### config.mk
export PLATFORM = sky130hd
export DESIGN_NAME = bcd_tick_counter
export DESIGN_NICKNAME = d
export VERILOG_FILES = /design/src/rtl/bcd_tick_counter.sv
export SDC_FILE = /design/constraint.sdc
export NUM_CORES = 1
export LEC_CHECK = 0
export CAP_MARGIN = 0
export CORE_UTILIZATION = 45
export CTS_BUF_LIST = sky130_fd_sc_hd__clkbuf_8 sky130_fd_sc_hd__clkbuf_16
export CTS_CLUSTER_DIAMETER = 200
export DETAILED_ROUTE_END_ITERATION = 8
export DONT_BUFFER_PORTS = 1
export REMOVE_ABC_BUFFERS = 1
export SLEW_MARGIN = 20
export SYNTH_ARGS = -nofsm -noshare
export SYNTH_HDL_FRONTEND = slang
export SYNTH_SLANG_ARGS = --single-unit
### constraint.sdc
create_clock -name CLOCK_50 -period 3.9 [get_ports CLOCK_50]
set_clock_uncertainty 0.2 [all_clocks]
set_input_delay 0.78 -clock CLOCK_50 [delete_from_list [all_inputs] [get_ports CLOCK_50]]
set_output_delay 0.78 -clock CLOCK_50 [all_outputs]
set_load 0.03 [all_outputs]
### src/rtl/bcd_tick_counter.sv
// Prescaled multi-digit BCD up/down counter with load, wrap/saturate boundary handling
// and an active-low 7-segment decode with optional leading-zero blanking.
`timescale 1ns/1ps
module bcd_tick_counter #(
    parameter int DIGITS   = 3,
    parameter int TICK_DIV = 50000000,
    parameter int SATURATE = 0,
    parameter int LZ_BLANK = 0
) (
    input  logic                  CLOCK_50,
    input  logic                  KEY0,
    input  logic                  EN,
    input  logic                  UP,
    input  logic                  LOAD,
    input  logic [DIGITS*4-1:0]   LOAD_VAL,
    output logic [DIGITS*4-1:0]   BCD,
    output logic [DIGITS*7-1:0]   SEG,
    output logic                  TICK,
    output logic                  TC
);

    localparam int            BW         = DIGITS * 4;
    localparam int            PW         = $clog2(TICK_DIV);
    localparam logic [PW-1:0] PRESC_LAST = PW'(TICK_DIV - 1);

    logic [PW-1:0] presc_q, presc_d;
    logic [BW-1:0] bcd_q, bcd_d;
    logic          tick_q, tick_d;
    logic          tc_q, tc_d;

    logic [BW-1:0] bcdInc;
    logic [BW-1:0] bcdDec;
    logic [BW-1:0] loadClamped;
    logic          allNines;
    logic          allZeros;

    function automatic logic [3:0] clampDigit(input logic [3:0] d);
        return (d > 4'd9) ? 4'd9 : d;
    endfunction

    function automatic logic [6:0] segDecode(input logic [3:0] d);
        logic [6:0] s;
        case (d)
            4'd0:    s = 7'b1000000;
            4'd1:    s = 7'b1111001;
            4'd2:    s = 7'b0100100;
            4'd3:    s = 7'b0110000;
            4'd4:    s = 7'b0011001;
            4'd5:    s = 7'b0010010;
            4'd6:    s = 7'b0000010;
            4'd7:    s = 7'b1111000;
            4'd8:    s = 7'b0000000;
            4'd9:    s = 7'b0010000;
            default: s = 7'b1111111;
        endcase
        return s;
    endfunction

    // Ripple the decimal carry/borrow from digit 0 upward; all-9s/all-0s wrap naturally.
    always_comb begin : incDec
        logic       carry;
        logic       borrow;
        logic [3:0] digit;
        carry       = 1'b1;
        borrow      = 1'b1;
        allNines    = 1'b1;
        allZeros    = 1'b1;
        bcdInc      = '0;
        bcdDec      = '0;
        loadClamped = '0;
        for (int i = 0; i < DIGITS; i++) begin
            digit    = bcd_q[i*4 +: 4];
            allNines = allNines && (digit == 4'd9);
            allZeros = allZeros && (digit == 4'd0);

            if (carry) begin
                if (digit == 4'd9) begin
                    bcdInc[i*4 +: 4] = 4'd0;
                end else begin
                    bcdInc[i*4 +: 4] = digit + 4'd1;
                    carry            = 1'b0;
                end
            end else begin
                bcdInc[i*4 +: 4] = digit;
            end

            if (borrow) begin
                if (digit == 4'd0) begin
                    bcdDec[i*4 +: 4] = 4'd9;
                end else begin
                    bcdDec[i*4 +: 4] = digit - 4'd1;
                    borrow           = 1'b0;
                end
            end else begin
                bcdDec[i*4 +: 4] = digit;
            end

            loadClamped[i*4 +: 4] = clampDigit(LOAD_VAL[i*4 +: 4]);
        end
    end

    // LOAD beats a coincident step and ignores EN; TICK/TC default low every cycle.
    always_comb begin
        presc_d = presc_q;
        bcd_d   = bcd_q;
        tick_d  = 1'b0;
        tc_d    = 1'b0;
        if (LOAD) begin
            presc_d = '0;
            bcd_d   = loadClamped;
        end else if (EN) begin
            if (presc_q == PRESC_LAST) begin
                presc_d = '0;
                tick_d  = 1'b1;
                if (UP) begin
                    tc_d = allNines;
                    if (!(SATURATE != 0 && allNines)) begin
                        bcd_d = bcdInc;
                    end
                end else begin
                    tc_d = allZeros;
                    if (!(SATURATE != 0 && allZeros)) begin
                        bcd_d = bcdDec;
                    end
                end
            end else begin
                presc_d = presc_q + PW'(1);
            end
        end
    end

    always_ff @(posedge CLOCK_50 or negedge KEY0) begin
        if (!KEY0) begin
            presc_q <= '0;
            bcd_q   <= '0;
            tick_q  <= 1'b0;
            tc_q    <= 1'b0;
        end else begin
            presc_q <= presc_d;
            bcd_q   <= bcd_d;
            tick_q  <= tick_d;
            tc_q    <= tc_d;
        end
    end

    // Scan from the most significant digit; blanking stops at the first nonzero digit.
    always_comb begin : segOut
        logic       blankRun;
        logic [3:0] digit;
        blankRun = (LZ_BLANK != 0);
        SEG      = '1;
        for (int i = DIGITS - 1; i >= 0; i--) begin
            digit    = bcd_q[i*4 +: 4];
            blankRun = blankRun && (digit == 4'd0);
            if (blankRun && i != 0) begin
                SEG[i*7 +: 7] = 7'b1111111;
            end else begin
                SEG[i*7 +: 7] = segDecode(digit);
            end
        end
    end

    assign BCD  = bcd_q;
    assign TICK = tick_q;
    assign TC   = tc_q;

endmodule

==> metrics <==
min Tclk post-route=approximately 3300 ps; Row Count=29; Synth Cell Area=approximately 3000 sq um; drt first pass iters=7; Final nets=405; max cap viols=0; Slew @ Worst Pin=a little under 800 ps; post-route clock period utilization=a little under nine tenths; crit path capture type=output port; static leakage=1.30 nW; Clock transition at path regs=80 ps; Yosys cell types=60; Root Buffer=clkbuf_8; worst slack, placed=between 900 and 1000 ps; CP arrival=between 2000 and 2500 ps; Max Root-Sink Buffers=2; total CTS buffers=5; Most used DFF post-synth=dfrtp_1; initial core utilization=around 47%; Slew Limit Fails=0; I/O Buffers=0; outcome=finished with violations; crit-path max FO=17; first-iteration detailed-routing DRC count=~160; slowest cell delay on critical path=slightly above 800 ps; fraction of layout cells with a size suffix above 1=~8.6%; final setup margin=569 ps; Cells after Synth=between 300 and 400; Post-route DRC=2; GR Util All Layers=about 22%; clk_lat worst skew=~300 ps; initial antenna violation count=0; CTS tree=done; DRT Wirelength=around 7500 um; f_max=between 0.3 and 0.4 GHz; antenna cells=0; GP Congestion=between 0.8 and 0.9; setup TNS=0 ps; Boundary Pins=52; detailed-route wire length per cell=roughly 17 um; VDD IR max=about 290 uV; vias in the first global route=around 2.5k; sequential share of the synthesized area=between 30% and 40%; clk sinks=40; Vias=~2.7k; Synthesis Warnings=0; global-route wire length before repair=~13,000 um; depth of the CTS H-tree=2; Die H=~84 um; post-placement cell count=between 400 and 500; Hold Path Class=primary input to async pin; count of non-filler cells in the finished layout=450; crit-path cells=clkinv_1, ha_1, a21oi_1; global route overflow=0; #FFs+latches synth=40; Core Area=~6400 sq um; worst rel slew slack=48.3%; critical path required time=approximately 2900 ps; failing checks=DRC; Cell Pwr Density=around 520 nW/um^2; Worst Setup Start Kind=register; RSZ-0062 raised after global routing=no; Post-synth EDFFs=0; Routed Antenna Nets=0; pin count of the biggest net entering global routing=slightly above 40; chip width=between 80 and 90 um; Fillers=between 600 and 700; final hold viol count=0; P&R area growth vs syn=5.35%; highest-delay cell along the critical path=dfrtp_1; Setup Viol. Count Final=0; Via density=6.08; WS Path Type=register to output port; Avg Cell Area, Syn=approximately 8 sq um; DP HPWL=approximately 5300 um; async set or reset register ratio after synthesis=100%; die area=~7100 sq um
## cells by family after synthesis
kind of cell	synth area share, %
buf+inv	4.56
mux	2.88
simple gates	25.6
xor+xnor	5.76
compound gates	21.8
flops	32.9
fa+ha+maj	6.58
## cells in the final DEF (no fill, tap or decap), drive strengths merged, types with 12 or more instances in the layout
| cell | count |
|---|---|
| nor2 | 53 |
| dfrtp | 40 |
| a21oi | 35 |
| nand2 | 29 |
| o21ai | 25 |
| ha | 16 |
| nor3 | 16 |
| inv | 15 |
| xnor2 | 15 |
| nand3 | 14 |
| a31oi | 12 |
## state kept, by name, indices dropped and copies added (netlist names)
signal and flops:
TICK 1, BCD 12, TC 1, presc_q 26
## where the power goes
part	total (mW)	switching, mW	internal [mW]
sequential	0.618	0.171	0.447
clock	0.282	0.157	0.125
combinational	0.778	0.554	0.223
total	1.68	0.883	0.795
## critical path, delay by kind of cell, from the launching register on
family	cells	cell delay, ps
fa+ha+maj	1	320
flops	1	820
compound gates	1	530
buf+inv	1	390
## worst paths after layout
path | endpoint | slack, ps | cells after the start | startpoint
max | SEG[4] | 570 | 3 | BCD[2]$_DFFE_PN0P_
min | presc_q[22]$_DFFE_PN0N_ | 120 | 1 | KEY0
max reg2reg | BCD[9]$_DFFE_PN0P_ | 940 | 8 | BCD[1]$_DFFE_PN0P_
min reg2reg | presc_q[22]$_DFFE_PN0N_ | 330 | 1 | presc_q[22]$_DFFE_PN0N_
max in group asynchronous | BCD[5]$_DFFE_PN0P_ | 3180 | 1 | KEY0
min in group CLOCK_50 | presc_q[22]$_DFFE_PN0N_ | 330 | 1 | presc_q[22]$_DFFE_PN0N_
## metal layers
layer | GRT usage, % | share of wire [%] | up-vias
li1 | - | - | 1344
met1 | 33.8 | 50 | 1306
met2 | 32.2 | 43 | 77
met3 | 4.33 | 5.7 | 8
met4 | 6.74 | 1.5 | 0
met5 | 0 | 0 | -
## cell usage after synthesis, types with 6 or more instances
master    number  area (sq um)
a21oi_1       35           175
nor2_1        52           195
ha_1          16           200
inv_1         15          56.3
nor3_1        14          70.1
clkbuf_1      10          37.5
nand3_1       13          65.1
a31oi_1       12          75.1
nand2b_1       6          37.5
o21ai_0       25           125
nand2_1       28           105
xnor2_1       15           131
dfrtp_1       40          1000
## final cells by class
| class | count | area, sq um | share of cell area, % |
|---|---|---|---|
| Tap cell | 77 | 96.3 | 3.01 |
| Clock inverter | 3 | 18.8 | 0.585 |
| Clock buffer | 5 | 68.8 | 2.15 |
| Multi-Input combinational cell | 302 | 1900 | 59.4 |
| Sequential cell | 40 | 1000 | 31.2 |
| Timing Repair Buffer | 5 | 50.0 | 1.56 |
| Inverter | 18 | 67.6 | 2.11 |
## repair_timing
item	4_1_cts	5_1_grt
hold buffers	1	0
setup buffers	0	0
gates resized for setup	0	0
endpoints found under the hold margin	40	0
## metrics by stage
stage	hold slack [ps]	area, sq um	power [mW]	utilization (%)
4_1_cts	121	3210	1.68	49.9
3_3_place_gp	286	3100	1.38	48.2
6_report	118	3210	1.68	49.9
2_1_floorplan	263	2970	1.24	-
5_1_grt	116	3210	1.78	49.9
3_5_place_dp	286	3100	1.38	48.2
No activity file was read; power rests on OpenSTA's default activity.
